[config.mk]
export PLATFORM = sky130hd
export DESIGN_NAME = atconv_engine
export DESIGN_NICKNAME = d
export VERILOG_FILES = /design/src/rtl/atconv_engine.sv
export SDC_FILE = /design/constraint.sdc
export NUM_CORES = 1
export LEC_CHECK = 0
export BUFFER_PORTS_ARGS = -buffer_cell sky130_fd_sc_hd__clkbuf_2
export CORE_ASPECT_RATIO = 1.4
export CORE_MARGIN = 4
export CORE_UTILIZATION = 56
export DETAILED_ROUTE_END_ITERATION = 10
export PLACE_DENSITY = 0.73
export RECOVER_POWER = 25
export SLEW_MARGIN = 10
export SYNTH_ARGS = -nofsm -noshare
export SYNTH_HDL_FRONTEND = slang
export SYNTH_SLANG_ARGS = --single-unit
export TNS_END_PERCENT = 30
[constraint.sdc]
create_clock -name clk -period 10.8 [get_ports clk]
set_input_delay 1.62 -clock clk [delete_from_list [all_inputs] [get_ports clk]]
set_output_delay 1.62 -clock clk [all_outputs]
set_load 0.03 [all_outputs]
[src/rtl/atconv_engine.sv]
// Atrous 3x3 convolution engine: dilated edge-style kernel with bias, replicate
// padding and ReLU into layer-1 RAM, then optional 2x2 max-pool with round-up into layer-2 RAM.
module atconv_engine #(
  parameter  int IMG_W = 64,
  parameter  int DW    = 13,
  parameter  int FRAC  = 4,
  localparam int AW    = 2 * $clog2(IMG_W)
) (
  input  logic          clk,
  input  logic          reset,
  input  logic          ready,
  input  logic [2:0]    dil,
  input  logic [DW-1:0] bias,
  input  logic          pool_en,
  output logic          busy,
  output logic          done,
  output logic [AW-1:0] iaddr,
  input  logic [DW-1:0] idata,
  output logic          csel,
  output logic          crd,
  output logic [AW-1:0] caddr_rd,
  input  logic [DW-1:0] cdata_rd,
  output logic          cwr,
  output logic [AW-1:0] caddr_wr,
  output logic [DW-1:0] cdata_wr
);

  localparam int LW   = AW / 2;
  localparam int ACCW = DW + 6;
  localparam logic signed [LW+1:0]   CMAX    = (LW+2)'(IMG_W - 1);
  localparam logic signed [ACCW-1:0] RMAX    = ACCW'((1 << DW) - 1);
  localparam logic [DW-1:0]          LOWMASK = DW'((1 << FRAC) - 1);
  localparam logic [DW-1:0]          PMAX    = DW'((1 << DW) - (1 << FRAC));
  localparam logic [DW:0]            PSTEP   = (DW+1)'(1 << FRAC);

  typedef enum logic [2:0] {
    IDLE    = 3'd0,
    CONV_RD = 3'd1,
    CONV_WR = 3'd2,
    POOL_RD = 3'd3,
    POOL_WR = 3'd4,
    FIN     = 3'd5
  } state_t;

  state_t                  state_r;
  logic [2:0]              dil_r;
  logic [DW-1:0]           bias_r;
  logic                    pool_en_r;
  logic [AW-1:0]           pix_r;
  logic [AW-3:0]           blk_r;
  logic [3:0]              step_r;
  logic signed [ACCW-1:0]  acc_r;
  logic [DW-1:0]           max_r;

  logic [2:0]              dil_eff_s;
  logic signed [ACCW-1:0]  acc_bias_s;
  logic signed [ACCW-1:0]  acc_sum_s;
  logic [DW-1:0]           max_s;

  function automatic logic [LW-1:0] clamp_coord(input logic signed [LW+1:0] v);
    if (v[LW+1]) begin
      clamp_coord = '0;
    end else if (v > CMAX) begin
      clamp_coord = LW'(IMG_W - 1);
    end else begin
      clamp_coord = v[LW-1:0];
    end
  endfunction

  // Tap k walks the 3x3 window row-major starting at dy=-1, dx=-1.
  function automatic logic [AW-1:0] tap_addr(input logic [AW-1:0] pix, input logic [3:0] k,
                                             input logic [2:0] d);
    logic signed [LW+1:0] rs, cs, ds;
    rs = $signed({2'b00, pix[AW-1:LW]});
    cs = $signed({2'b00, pix[LW-1:0]});
    ds = $signed({{(LW-1){1'b0}}, d});
    case (k)
      4'd0, 4'd1, 4'd2: rs = rs - ds;
      4'd6, 4'd7, 4'd8: rs = rs + ds;
      default:          rs = rs;
    endcase
    case (k)
      4'd0, 4'd3, 4'd6: cs = cs - ds;
      4'd2, 4'd5, 4'd8: cs = cs + ds;
      default:          cs = cs;
    endcase
    tap_addr = {clamp_coord(rs), clamp_coord(cs)};
  endfunction

  function automatic logic signed [ACCW-1:0] tap_term(input logic [3:0] k, input logic [DW-1:0] x);
    logic signed [ACCW-1:0] xs;
    xs = $signed({6'b000000, x});
    case (k)
      4'd4:                   tap_term = xs <<< 4;
      4'd0, 4'd2, 4'd6, 4'd8: tap_term = -xs;
      4'd1, 4'd7:             tap_term = -(xs <<< 1);
      4'd3, 4'd5:             tap_term = -(xs <<< 2);
      default:                tap_term = '0;
    endcase
  endfunction

  function automatic logic [DW-1:0] conv_out(input logic signed [ACCW-1:0] acc);
    logic signed [ACCW-1:0] sh;
    sh = acc >>> 4;
    if (sh[ACCW-1]) begin
      conv_out = '0;
    end else if (sh > RMAX) begin
      conv_out = '1;
    end else begin
      conv_out = sh[DW-1:0];
    end
  endfunction

  function automatic logic [DW-1:0] pool_out(input logic [DW-1:0] m);
    logic [DW:0] up;
    if (|(m & LOWMASK)) begin
      up = {1'b0, m & ~LOWMASK} + PSTEP;
    end else begin
      up = {1'b0, m};
    end
    if (up > {1'b0, PMAX}) begin
      pool_out = PMAX;
    end else begin
      pool_out = up[DW-1:0];
    end
  endfunction

  function automatic logic [AW-1:0] pool_addr(input logic [AW-3:0] blk, input logic [1:0] j);
    pool_addr = {blk[AW-3:LW-1], j[1], blk[LW-2:0], j[0]};
  endfunction

  assign dil_eff_s  = (dil == 3'd0) ? 3'd1 : dil;
  assign acc_bias_s = $signed({{6{bias_r[DW-1]}}, bias_r}) <<< 4;
  // Data for the tap issued last cycle arrives now, so step_r-1 names its weight.
  assign acc_sum_s  = acc_r + tap_term(step_r - 4'd1, idata);
  assign max_s      = (cdata_rd > max_r) ? cdata_rd : max_r;

  // Job sequencer: convolution pass, optional pooling pass, completion pulse.
  always_ff @(posedge clk or posedge reset) begin
    if (reset) begin
      state_r   <= IDLE;
      dil_r     <= 3'd1;
      bias_r    <= '0;
      pool_en_r <= 1'b0;
      pix_r     <= '0;
      blk_r     <= '0;
      step_r    <= 4'd0;
      acc_r     <= '0;
      max_r     <= '0;
      busy      <= 1'b0;
      done      <= 1'b0;
      iaddr     <= '0;
      csel      <= 1'b0;
      crd       <= 1'b0;
      caddr_rd  <= '0;
      cwr       <= 1'b0;
      caddr_wr  <= '0;
      cdata_wr  <= '0;
    end else begin
      case (state_r)
        IDLE: begin
          done <= 1'b0;
          if (ready) begin
            dil_r     <= dil_eff_s;
            bias_r    <= bias;
            pool_en_r <= pool_en;
            busy      <= 1'b1;
            pix_r     <= '0;
            step_r    <= 4'd0;
            iaddr     <= tap_addr('0, 4'd0, dil_eff_s);
            state_r   <= CONV_RD;
          end
        end
        CONV_RD: begin
          step_r <= step_r + 4'd1;
          if (step_r == 4'd0) begin
            acc_r <= acc_bias_s;
          end else begin
            acc_r <= acc_sum_s;
          end
          if (step_r < 4'd8) begin
            iaddr <= tap_addr(pix_r, step_r + 4'd1, dil_r);
          end
          if (step_r == 4'd9) begin
            cwr      <= 1'b1;
            csel     <= 1'b0;
            caddr_wr <= pix_r;
            cdata_wr <= conv_out(acc_sum_s);
            state_r  <= CONV_WR;
          end
        end
        CONV_WR: begin
          cwr    <= 1'b0;
          step_r <= 4'd0;
          if (&pix_r) begin
            if (pool_en_r) begin
              blk_r    <= '0;
              crd      <= 1'b1;
              caddr_rd <= pool_addr('0, 2'd0);
              state_r  <= POOL_RD;
            end else begin
              busy    <= 1'b0;
              done    <= 1'b1;
              state_r <= FIN;
            end
          end else begin
            pix_r   <= pix_r + AW'(1);
            iaddr   <= tap_addr(pix_r + AW'(1), 4'd0, dil_r);
            state_r <= CONV_RD;
          end
        end
        POOL_RD: begin
          step_r <= step_r + 4'd1;
          if (step_r == 4'd0) begin
            max_r <= '0;
          end else begin
            max_r <= max_s;
          end
          if (step_r < 4'd3) begin
            caddr_rd <= pool_addr(blk_r, step_r[1:0] + 2'd1);
          end
          if (step_r == 4'd3) begin
            crd <= 1'b0;
          end
          if (step_r == 4'd4) begin
            cwr      <= 1'b1;
            csel     <= 1'b1;
            caddr_wr <= {2'b00, blk_r};
            cdata_wr <= pool_out(max_s);
            state_r  <= POOL_WR;
          end
        end
        POOL_WR: begin
          cwr    <= 1'b0;
          csel   <= 1'b0;
          step_r <= 4'd0;
          if (&blk_r) begin
            busy    <= 1'b0;
            done    <= 1'b1;
            state_r <= FIN;
          end else begin
            blk_r    <= blk_r + (AW-2)'(1);
            crd      <= 1'b1;
            caddr_rd <= pool_addr(blk_r + (AW-2)'(1), 2'd0);
            state_r  <= POOL_RD;
          end
        end
        FIN: begin
          done    <= 1'b0;
          state_r <= IDLE;
        end
        default: begin
          busy    <= 1'b0;
          done    <= 1'b0;
          cwr     <= 1'b0;
          crd     <= 1'b0;
          state_r <= IDLE;
        end
      endcase
    end
  end

endmodule

Word level (Yosys, flattened, before mapping)
Index checks and enable logic that the tools add are counted.
{ "classes": {"n_reduce_logical": 40, "eq_ne": 35, "add_sub_neg": 17, "n_mux": 83, "order_cmp": 10, "bitwise": 4} }
{ "op_table": {"columns": ["op", "count"], "rows": [
  ["$mux 12", 11],
  ["$mux 13", 7],
  ["$mux 8", 10],
  ["$pmux 19 s4", 1],
  ["$pmux 12 s3", 2],
  ["$mux 6", 10],
  ["$pmux 12 s2", 2],
  ["$mux 14", 3],
  ["$gt 8x7->1 const B", 5],
  ["$eq 4x3->1 const B", 8],
  ["$pmux 8 s2", 2],
  ["$mux 10", 3],
  ["$sub 6x3->7", 4],
  ["$pmux 13 s2", 1],
  ["$ne 2x2->1 const B", 12],
  ["$mux 3", 7],
  ["$eq 4x2->1 const B", 5],
  ["$pmux 10 s2", 1],
  ["$add 19x19->19", 1],
  ["$mux 19", 1],
  ["$neg 13->19", 1],
  ["$neg 14->19", 1],
  ["$neg 15->19", 1],
  ["$reduce_or 3->1", 6],
  ["37 further kinds", 84]
]} }
{ "totals": {"word_cells": 207, "reg_bits": 132, "output_inout_bits": 54} }

Logic depth before layout (Yosys ltp)
{ "logic_depth": {"depth_word": 11, "ltp_mapped": 21, "ltp_nobuf": 17} }

Worst setup path after synthesis
No wires, ideal clock.
{ "synth_timing": {"kind": "in2reg", "start": "in idata[4]", "end": "reg acc_r[17]", "path_slack_ps": 5546, "path_buffers": 1, "stages": 17, "arrival_ps": 5176, "cell_sequence": "or3_1 or2_4 nor2_1 nand2_1 and2_1 a222oi_1 nand2_1 ha_1 a2111oi_0 o21ai_1 a31oi_1 o31ai_1 a211oi_1 xnor2_1 clkbuf_1 a21oi_1 a21oi_1"} }
{ "synth_between": {"elab_chain_len": 4, "word_cells_on_any_way": 6, "cone_classes": "4 x add/sub; 2 x mux"} }
{ "synth_rtl": {"columns": ["element", "line_no", "text"], "rows": [
  ["start, declared", "18", "input logic [DW-1:0] idata,"],
  ["$neg 15->19, or another cell as far along", "97", "4'd3, 4'd5: tap_term = -(xs <<< 2);"],
  ["$pmux 19 s4 (*)", "93", "case (k)"],
  ["$add 19x19->19 (*)", "135", "assign acc_sum_s = acc_r + tap_term(step_r - 4'd1, idata);"],
  ["$mux 19 (*)", "176", "if (step_r == 4'd0) begin"],
  ["end signal, assigned", "177", "acc_r <= acc_bias_s;"],
  ["end signal, assigned", "179", "acc_r <= acc_sum_s;"],
  ["end, declared", "52", "logic signed [ACCW-1:0] acc_r;"]
]} }
Every way passes the cells marked *; elsewhere a longest branch is shown, timed or not.
A chain may end at the register's enable or synchronous reset.

Final worst setup path
{ "layout_timing": {"start": "in idata[0]", "end": "reg cdata_wr[9]"} }
{ "layout_between": {"elab_chain_len": 8, "word_cells_on_any_way": 10, "cone_classes": "4 x add/sub; 1 x order compare; 5 x mux"} }
{ "layout_rtl": {"columns": ["element", "line_no", "text"], "rows": [
  ["$neg 15->19, or another cell as far along", "97", null],
  ["$pmux 19 s4 (*)", "93", null],
  ["$add 19x19->19 (*)", "135", null],
  ["$gt 15x14->1", "107", "end else if (sh > RMAX) begin"],
  ["$mux 13", "107", null],
  ["$mux 13 (*)", "105", "if (sh[ACCW-1]) begin"],
  ["$mux 13 (*)", "184", "if (step_r == 4'd9) begin"],
  ["$pmux 13 s2 (*)", "160", "case (state_r)"],
  ["end signal, assigned", "188", "cdata_wr <= conv_out(acc_sum_s);"],
  ["end signal, assigned", "229", "cdata_wr <= pool_out(max_s);"],
  ["end, declared", "25", "output logic [DW-1:0] cdata_wr"]
]} }
Every way passes the cells marked *; elsewhere a longest branch is shown, timed or not. The select of a mux whose other input is x is not followed.

==> run_results.csv <==
group,metric,value,unit
clock_network,clk_pin_slew_worst_paths,0.06,ns
global_routing,antenna_found_initial,0,
power,peakVddDrop,0.104,mV
floorplan,fp.dieArea,19400,sq um
worst_setup_path,path_class,"in -> reg",
synth,synth_area_leaders,"dfrtp_1 34%, ha_1 7.8%, nand2_1 5.9%, o21ai_0 4.5%, nor2_1 4.0%",
floorplan,ios,100,
synth,syn_nets,1261,
route,antenna_left,0,
route,routed_wirelength,25700,um
worst_setup_path,cp_data_arrival_time,5.93,ns
clock_network,cts_resized,0,
final_layout,layout-drive-gt1-share,14.3,%
synth,synth-xor-area-share,5.13,%
route,vias,8877,
final_layout,fin_area,10900,sq um
place,gp_congestion,0.986,
hold_path,hp-class,"reg -> reg",
worst_setup_path,crit_path_cell_trace,"clkbuf_2 -> inv_1 -> ha_1 -> inv_1 -> or3_1 -> xnor2_1 -> inv_1 -> a222oi_1 -> nand2_1 -> ha_1 -> a2111oi_0 -> o21ai_1 -> a31oi_1 -> o31ai_1 -> a211oi_1 -> xnor2_1 -> nor2_1 -> o21ai_1",
synth,synth_mux_area_share,5.26,%
floorplan,core-area,16800,sq um
synth,synth_top_family_by_area,"compound AO/OA/AOI/OAI gates",
clock_network,postCtsHoldBufs,0,
sta,tightest_slew,2.72,ns
worst_setup_path,critPathCaptureType,"flip-flop",
run_status,violations,"max-capacitance violations, max-slew violations",
power,p_per_area,151,nW/um^2
final_layout,syn_to_final_growth,12.5,%
synth,yosys.cell_types.count,71,
route,drtPass1Iterations,5,
clock_network,cts.htree.levels,4,
route,routedWlPerCell,17.8,um
worst_setup_path,crit_top_cell,"inv_1",
place,post-dp-hpwl,19200,um
worst_setup_path,cp_data_required_time,11.13,ns
synth,synth.yosys.seq_area_share,34.2,%
worst_setup_path,crit_path_top_delay_cell,"xnor2_1",
flow_run,cap_violations,1,
clock_network,cts_setup_buffers,0,
global_routing,use_met1,32.0,%
run_status,outcome,"finished, violations left",
global_routing,grt_max_degree,73,
global_routing,grt.met3_usage,4.36,%
place,portBuffers,99,
sta,fmax,0.179,GHz
clock_network,clock_sinks,132,
place,dpl-instance-area,10300,sq um
synth,synth-edff-count,0,
clock_network,clk_path_buf_depth,2,
synth,syn_avg_cell_area,8.41,sq um
global_routing,grt_pass1_wl,42700,um
sta,setup_viol,0,
synth,synth.most_common_cell,"nand2_1",
worst_setup_path,max_stage_delay,0.49,ns
global_routing,track_usage,27.1,%
clock_network,numCtsBuffers,17,
synth,syn_area,9650,sq um
synth,ys_warn_count,0,
global_routing,grt-ovfl-total,0,
clock_network,cts_root_buffer,"clkbuf_16",
clock_network,cts_tree,"done",
sta,hold_viol_final,0,
synth,syn_inst,1148,
clock_network,clkLatencyLatePin,0.42,ns
worst_setup_path,worst-path-buf-inv,4,
synth,async_flop_share,100,%
synth,synthAdderAreaFrac,9.23,%
global_routing,met2_usage,48.8,%
floorplan,initial_utilization,57.4,%
route,first_iter_violations,638,
synth,synth_ff_type,"dfrtp_1",
synth,synth_top_cell_by_area,"dfrtp_1",
power,leakage,0.00494,uW
sta,setup_tns,0,ns
sta,skew,0.00795,ns
power,total_power,1630,uW
floorplan,rows,56,
worst_setup_path,start_kind,"input port",
sta,finalCriticalPeriod,5.59,ns
final_layout,finalNetCount,1337,
global_routing,top_usage_layer,"met2",
sta,fin_crit_sh,51.8,%
synth,synth_top_area_share,34.0,%
synth,synthSimpleGateAreaFrac,18.8,%
final_layout,fill_cells,1488,
floorplan,chipHeight,163,um
synth,synth_common_cells,"153 x nand2_1, 131 x dfrtp_1, 103 x nor2_1",
synth,synth_seq_cells,132,
route,drc_errors,0,
worst_setup_path,critical_path.top_delay_family,"compound AO/OA/AOI/OAI gates",
sta,rsz0062_at_grt,"false",
floorplan,die_width,119,um
global_routing,grt_pass1_vias,8714,
sta,maxSlewViolCount,62,
worst_setup_path,crit_fanout,12,
route,viasPerCell,6.16,
sta,max-slew-margin-rel,-82.0,%
final_layout,diodes,0,
synth,synth-compound-area-share,23.0,%
[kinds of logic after synthesis]
kind of cell | after synthesis
xor+xnor | 55
compound gates | 339
flops | 132
buf+inv | 109
fa+ha+maj | 67
simple gates | 399
mux | 47
[worst min-delay path, delay by kind of cell (launching register included)]
family | cells | cell delay, ns
and+or+nand+nor | 1 | 0.04
DFF | 1 | 0.34
AOI/OAI and AO/OA | 1 | 0.06
[layer usage]
| metal | vias to the layer above | routed length, um |
|---|---|---|
| li1 | 4289 | - |
| met1 | 4272 | 10500 |
| met2 | 242 | 13300 |
| met3 | 74 | 938 |
| met4 | 0 | 858 |
| met5 | - | 0 |
[layout make-up]
cell class              instances  area, sq um  area share (%)
clock buffers                  19          443            4.08
clock inverters                13          141            1.30
inverters                      55          208            1.91
multi-input cells             907         5940            54.7
flip-flops and latches        132         3300            30.4
well taps                     203          254            2.34
repair buffers                111          566            5.21
[where the power goes]
part           switching [uW]  internal, uW
registers                34.5           548
logic                     299           177
clock network             243           332
total                     577          1060
[cells in the final DEF, fill, tap and decap left out, drive strengths merged, types with 9 or more instances in the layout]
master / count
and3: 16
buf: 11
nand4: 9
a31oi: 28
dfrtp: 131
xor2: 19
nand3: 39
nor2: 103
a211oi: 15
mux2i: 17
mux2: 30
o21ai: 105
o22ai: 9
nand2: 154
nor3: 23
inv: 61
a21oi: 58
xnor2: 35
nor2b: 10
a21o: 14
a22o: 17
a22oi: 15
ha: 60
o31ai: 15
clkbuf: 119
and2: 9
o211ai: 12
[per-stage QoR]
step	util (%)	setup WS (ns)	cells	hold WS, ns
after CTS	64.7	5.29	1440	0.483
after floorplan	-	5.55	1148	0.455
final	64.6	5.21	1440	0.477
after global routing	64.6	4.85	1440	0.506
after detailed placement	61.2	4.87	1408	0.469
after global placement	61.2	5.05	1408	0.461
[worst paths after layout]
kind / start / endpoint / slack, ns / cells after the start
min: iaddr[0] / iaddr[0] / 0.48 / 2
min in group asynchronous: reset / caddr_rd[6] / 1.92 / 2
min reg2reg: iaddr[0] / iaddr[0] / 0.48 / 2
max in group asynchronous: reset / bias_r[2] / 6.98 / 3
max reg2reg: step_r[0] / cdata_wr[9] / 5.80 / 18
max: idata[0] / cdata_wr[9] / 5.21 / 18
[sequential cells by signal (all words and copies together), names as in the netlist]
signal / flops
crd: 1
bias_r: 13
state_r: 3
csel: 1
step_r: 4
done: 1
caddr_rd: 12
pix_r: 12
caddr_wr: 12
max_r: 13
pool_en_r: 1
acc_r: 19
iaddr: 12
blk_r: 10
cwr: 1
busy: 1
dil_r: 3
cdata_wr: 13
No activity file was read; power rests on OpenSTA's default activity.
